==> config.mk <==
export PLATFORM = sky130hd
export DESIGN_NAME = edge_gen_4bit
export DESIGN_NICKNAME = d
export VERILOG_FILES = /design/src/rtl/edge_gen_pkg.sv /design/src/rtl/edge_gen_chan.sv /design/src/rtl/edge_gen_4bit.sv
export SDC_FILE = /design/constraint.sdc
export NUM_CORES = 1
export LEC_CHECK = 0
export CAP_MARGIN = 20
export CELL_PAD_IN_SITES_DETAIL_PLACEMENT = 0
export CELL_PAD_IN_SITES_GLOBAL_PLACEMENT = 2
export CORE_ASPECT_RATIO = 0.9
export CORE_MARGIN = 2
export CORE_UTILIZATION = 35
export DETAILED_ROUTE_END_ITERATION = 12
export GPL_TIMING_DRIVEN = 0
export PLACE_DENSITY_LB_ADDON = 0.1
export SLEW_MARGIN = 5
export SYNTH_ARGS = -nofsm -noshare
export SYNTH_HDL_FRONTEND = slang
export SYNTH_HIERARCHICAL = 1
export SYNTH_SLANG_ARGS = --single-unit
==> constraint.sdc <==
create_clock -name clk -period 2.4 [get_ports clk]
set_input_delay 0.48 -clock clk [delete_from_list [all_inputs] [get_ports clk]]
set_output_delay 0.48 -clock clk [all_outputs]
set_load 0.005 [all_outputs]
==> src/rtl/edge_gen_pkg.sv <==
// Shared types, constants and helpers for the four-channel edge/pulse generator.
package edge_gen_pkg;

    // Number of independent generator channels in the top level.
    localparam int NUM_CH = 4;

    // Per-channel phase: idle, driving the high phase, or holding the low gap.
    typedef enum logic [1:0] {
        IDLE = 2'd0,
        HIGH = 2'd1,
        GAP  = 2'd2
    } chan_state_t;

    // A programmed length of zero behaves exactly like a length of one, so a
    // phase always lasts at least one cycle and the down-counter reload
    // (length - 1) can never underflow.
    function automatic logic [31:0] clamp_len(input logic [31:0] len);
        return (len == 32'd0) ? 32'd1 : len;
    endfunction

endpackage

==> src/rtl/edge_gen_chan.sv <==
// One generator channel: turns a one-cycle trigger into a high phase followed
// by a guaranteed low gap, with a single-deep request queue and a sticky
// overrun flag for triggers that could not be queued.
module edge_gen_chan
    import edge_gen_pkg::*;
#(
    parameter int CW = 4
) (
    input  logic          clk,
    input  logic          rst,
    input  logic          trig,
    input  logic [CW-1:0] high_len,
    input  logic [CW-1:0] gap_len,
    input  logic          clr_ovr,
    output logic          level,
    output logic          busy,
    output logic          overrun
);

    chan_state_t   state_q;
    chan_state_t   state_d;
    logic [CW-1:0] cnt_q;
    logic [CW-1:0] cnt_d;
    logic          pending_q;
    logic          pending_d;
    logic          overrun_q;
    logic          overrun_d;

    logic [CW-1:0] high_reload;
    logic [CW-1:0] gap_reload;
    logic          cnt_zero;
    logic          final_gap;
    logic          restart;
    logic          queue_req;
    logic          drop_req;

    // The counter holds "cycles remaining after this one", so each phase
    // reloads with its clamped length minus one.
    assign high_reload = CW'(clamp_len(32'(high_len)) - 32'd1);
    assign gap_reload  = CW'(clamp_len(32'(gap_len)) - 32'd1);

    assign cnt_zero  = (cnt_q == '0);
    assign final_gap = (state_q == GAP) && cnt_zero;

    // The last gap cycle restarts the pulse if anything is waiting or a fresh
    // trigger arrives right now; a trigger here is taken directly and never
    // touches the pending slot.
    assign restart = final_gap && (pending_q || trig);

    // A trigger during the high phase or an earlier gap cycle must wait; it
    // goes into the pending slot, or is dropped if the slot is already full.
    assign queue_req = trig && ((state_q == HIGH) || ((state_q == GAP) && !cnt_zero));
    assign drop_req  = queue_req && pending_q;

    // State register: all channel flops, cleared asynchronously by reset.
    always_ff @(posedge clk or negedge rst) begin
        if (!rst) begin
            state_q   <= IDLE;
            cnt_q     <= '0;
            pending_q <= 1'b0;
            overrun_q <= 1'b0;
        end else begin
            state_q   <= state_d;
            cnt_q     <= cnt_d;
            pending_q <= pending_d;
            overrun_q <= overrun_d;
        end
    end

    // Next-state logic: walk IDLE -> HIGH -> GAP and either restart or idle.
    always_comb begin
        state_d = state_q;
        case (state_q)
            IDLE: begin
                if (trig) begin
                    state_d = HIGH;
                end
            end
            HIGH: begin
                if (cnt_zero) begin
                    state_d = GAP;
                end
            end
            GAP: begin
                if (cnt_zero) begin
                    state_d = restart ? HIGH : IDLE;
                end
            end
            default: begin
                state_d = IDLE;
            end
        endcase
    end

    // Phase counter: load the sampled length on every phase entry, otherwise
    // count down towards zero.
    always_comb begin
        cnt_d = cnt_q;
        case (state_q)
            IDLE: begin
                if (trig) begin
                    cnt_d = high_reload;
                end
            end
            HIGH: begin
                cnt_d = cnt_zero ? gap_reload : (cnt_q - CW'(1));
            end
            GAP: begin
                if (!cnt_zero) begin
                    cnt_d = cnt_q - CW'(1);
                end else if (restart) begin
                    cnt_d = high_reload;
                end
            end
            default: begin
                cnt_d = '0;
            end
        endcase
    end

    // Request bookkeeping: the pending slot is consumed by a restart and
    // filled by a busy-time trigger; a set overrun beats a same-cycle clear.
    always_comb begin
        pending_d = pending_q;
        if (restart) begin
            pending_d = 1'b0;
        end else if (queue_req && !pending_q) begin
            pending_d = 1'b1;
        end

        overrun_d = overrun_q;
        if (drop_req) begin
            overrun_d = 1'b1;
        end else if (clr_ovr) begin
            overrun_d = 1'b0;
        end
    end

    // Output decode straight from the registered state.
    always_comb begin
        level   = (state_q == HIGH);
        busy    = (state_q != IDLE) || pending_q;
        overrun = overrun_q;
    end

endmodule

==> src/rtl/edge_gen_4bit.sv <==
// Four-channel registered edge/pulse generator. Each channel runs on its own;
// the length inputs and the overrun clear are shared by all of them.
module edge_gen_4bit
    import edge_gen_pkg::*;
#(
    parameter int CW = 4
) (
    input  logic              clk,
    input  logic              rst,
    input  logic [NUM_CH-1:0] trig,
    input  logic [CW-1:0]     high_len,
    input  logic [CW-1:0]     gap_len,
    input  logic              clr_ovr,
    output logic [NUM_CH-1:0] level,
    output logic [NUM_CH-1:0] busy,
    output logic [NUM_CH-1:0] overrun
);

    // One independent generator per trigger bit.
    for (genvar i = 0; i < NUM_CH; i++) begin : g_chan
        edge_gen_chan #(
            .CW(CW)
        ) u_chan (
            .clk     (clk),
            .rst     (rst),
            .trig    (trig[i]),
            .high_len(high_len),
            .gap_len (gap_len),
            .clr_ovr (clr_ovr),
            .level   (level[i]),
            .busy    (busy[i]),
            .overrun (overrun[i])
        );
    end

endmodule

==> reports/qor.yml <==
worstMarginPinSlew_ns: 0.860
seqCellArea_um2: 801
numPortBuffers: 26
p_sw_mw: 1.78
clockBufferDepth: 2
slew_viol_final: 0
drtIter0Drc: 112
cts_sinks: 32
antenna_found_initial: 0
postCtsSetupRepairBufs: 0
synth_edf_count: 0
tritoncts: "built"
max_stage_delay_ns: 0.45
syn_area_mm2: 0.00314
finalHoldViolations: 0
grt_pass1_vias: 3011
max_freq_mhz: 441
outcome: "finished clean"
async_flop_share_pct: 100
setup_slack_ns: 0.130
worstSetupStartpointType: "flop"
ys_seq_elements: 32
wire_per_inst_um: 16.8
clk_pin_slew_ns: 0.08
routed_wirelength_um: 9150
ir_worst_vdd_mv: 0.485
grt-ovfl-total: 0
crit_arrival_ns: 1.79
p_int_mw: 2.10
grt_max_degree: 25
hold-worst-slack_ns: 0.157
die_h_um: 93.9
seq_area_frac_synth_pct: 25.5
fin_worst_skew_ns: 0.00294
slew_headroom_pct: 42.6
grt_usage_pct: 20.0
core_area_mm2: 0.00865
rows: 32
synthFlopType: "dfrtp_1"
multi_input_area_mm2: 0.00217
start_util_pct: 36.3
ant_nets: 0
vias_per_cell: 5.76
period_needed_ns: 2.27
critPathMaxFanout: 10
hold_class: "in2async"
pwr-share-clk_pct: 11.9
synthToLayoutAreaGrowth_pct: 16.7
switching_share_pct: 45.8
combPwrFrac_pct: 58.6
synth_cell_type_count: 38
io_pins: 27
power_density_mw_per_mm2: 1060
slowest_stage: "clkdlybuf4s50_1"
rsz0062_at_grt: "no"
die_x_um: 104
route.vias.total: 3144
ys.warnings.count: 6
insertedDiodeCount: 0
synth_fp_nets: 419
htree_levels: 2
p_leak_nw: 1.44
root_buffer: "clkbuf_8"
max_cap_violations: 0
syn_avg_cell_area_um2: 7.94
remaining_drc_errors: 0
synth_cells: 396
clk_latency_ns: 0.29
finalNetCount: 449
seq_power_share_pct: 29.4
gp_congestion: 0.774
drive_above_1_share_pct: 10.3
finalCoreUtilization_pct: 42.4
dp_slack_ns: -0.268
critical_path_class: "reg2out"
crit_chain: "clkbuf_2 -> or3_1 -> clkdlybuf4s50_1"
cts_buffers: 5
dieArea_mm2: 0.00976
fin_crit_sh_pct: 94.6
dp.final_hpwl_um: 6390
critPathCaptureType: "output port"
first_pass_iters: 5
required_ns: 1.92
fill_cells: 895
stdcell_count: 546
grt_pass1_wl_um: 15900
dp_cells: 542
finalSetupViolations: 0
==> cell families after synthesis <==
family / after synthesis / share of synthesized area, %
AOI/OAI and AO/OA: 164 / 37.6
and+or+nand+nor: 148 / 27.1
buffers and inverters: 40 / 5.41
DFF: 32 / 25.5
adders and majority gates: 8 / 3.18
muxes: 4 / 1.27
==> layout by cell type (no fill, tap or decap), types with 5 or more instances in the layout <==
cell	synthesis	layout
clkbuf_1	8	6
dfrtp_1	32	32
nor3_1	16	16
ha_1	8	8
a21oi_1	28	28
o31ai_1	12	12
a31oi_1	16	16
dlymetal6s2s_1	0	5
clkbuf_8	0	6
o21bai_1	12	12
clkbuf_2	4	8
o211ai_1	20	20
clkdlybuf4s50_1	0	20
o21ai_0	28	28
nand3_1	8	8
nand2_1	24	24
a21o_1	12	12
nand2b_1	8	8
inv_1	20	20
nor2b_1	12	12
or3_1	8	8
nor2_1	40	40
a221oi_1	8	8
==> worst max-delay path: cells and delay by family (launching register included) <==
family,cells,cell delay [ns]
buffers and inverters,2,0.69
DFF,1,0.42
and+or+nand+nor,1,0.39
==> final cells by class <==
class | count | share of cell area, %
plain buffers | 16 | 2.32
clock buffers | 8 | 2.46
inverters | 20 | 2.05
multi-input cells | 324 | 59.2
flip-flops and latches | 32 | 21.8
well taps | 119 | 4.06
repair buffers | 27 | 8.05
==> per-layer routing <==
layer  vias to the layer above  share of wire (%)  global-route usage, %
met5                         -                  0                      0
met4                         0               0.85                   5.07
met3                         6                3.9                   2.98
met2                        68                 43                   30.9
met1                      1503                 52                   29.1
li1                       1567                  -                      -
==> cells in the mapped netlist (all sizes together), types with 8 or more instances <==
cell type  number  area share, %
nor2           40            4.8
dfrtp          32             25
a21oi          28            4.5
o21ai          28            4.5
nand2          24            2.9
inv            20            2.4
o211ai         20            4.8
a31oi          16            3.2
nor3           16            2.5
a21o           12            2.9
clkbuf         12            1.6
nor2b          12            2.4
o21bai         12            2.9
o31ai          12            2.9
a221oi          8            2.2
buf             8            1.4
ha              8            3.2
nand2b          8            1.6
nand3           8            1.3
or3             8            1.6
==> metrics by stage <==
step           total power [mW]  instance area (µm²)  setup TNS, ns
5_1_grt                    4.27                 3670              0
3_5_place_dp               3.42                 3570          -1.67
2_1_floorplan              2.75                 3140              0
6_report                   3.88                 3670              0
4_1_cts                    3.91                 3660              0
3_3_place_gp               3.42                 3550          -4.57
==> power groups by stage <==
stage                     combinational, mW  sequential, mW  clock, mW
after global placement                 2.33            1.09          0
final                                  2.27            1.14      0.463
after detailed placement               2.34            1.09          0
after CTS                              2.36            1.08      0.479
after floorplan                        1.74            1.01          0
after global routing                   2.58            1.19      0.496
==> sequential cells by signal, indices dropped and copies added (netlist names) <==
register	cells
g_chan.u_chan/cnt_q	16
g_chan.u_chan/state_q	8
g_chan.u_chan/pending_q	4
g_chan.u_chan/overrun	4
==> worst paths after layout <==
check / from / endpoint / slack, ns / cells after the start
hold / removal: rst / g_chan[2].u_chan/cnt_q[3] / 0.16 / 1
setup / recovery: g_chan[0].u_chan/state_q[0] / busy[0] / 0.13 / 3
min in group clk: g_chan[2].u_chan/overrun / g_chan[2].u_chan/overrun / 0.52 / 2
hold reg to reg: g_chan[2].u_chan/overrun / g_chan[2].u_chan/overrun / 0.52 / 2
max in group asynchronous: rst / g_chan[3].u_chan/cnt_q[1] / 1.78 / 2
setup reg to reg: g_chan[1].u_chan/cnt_q[0] / g_chan[1].u_chan/cnt_q[0] / 0.43 / 7
==> what timing repair did <==
item,in CTS,in global routing
resized for setup,0,9
hold buffers,0,0
setup endpoints to repair,0,11
(Power assumes the default switching activity.)
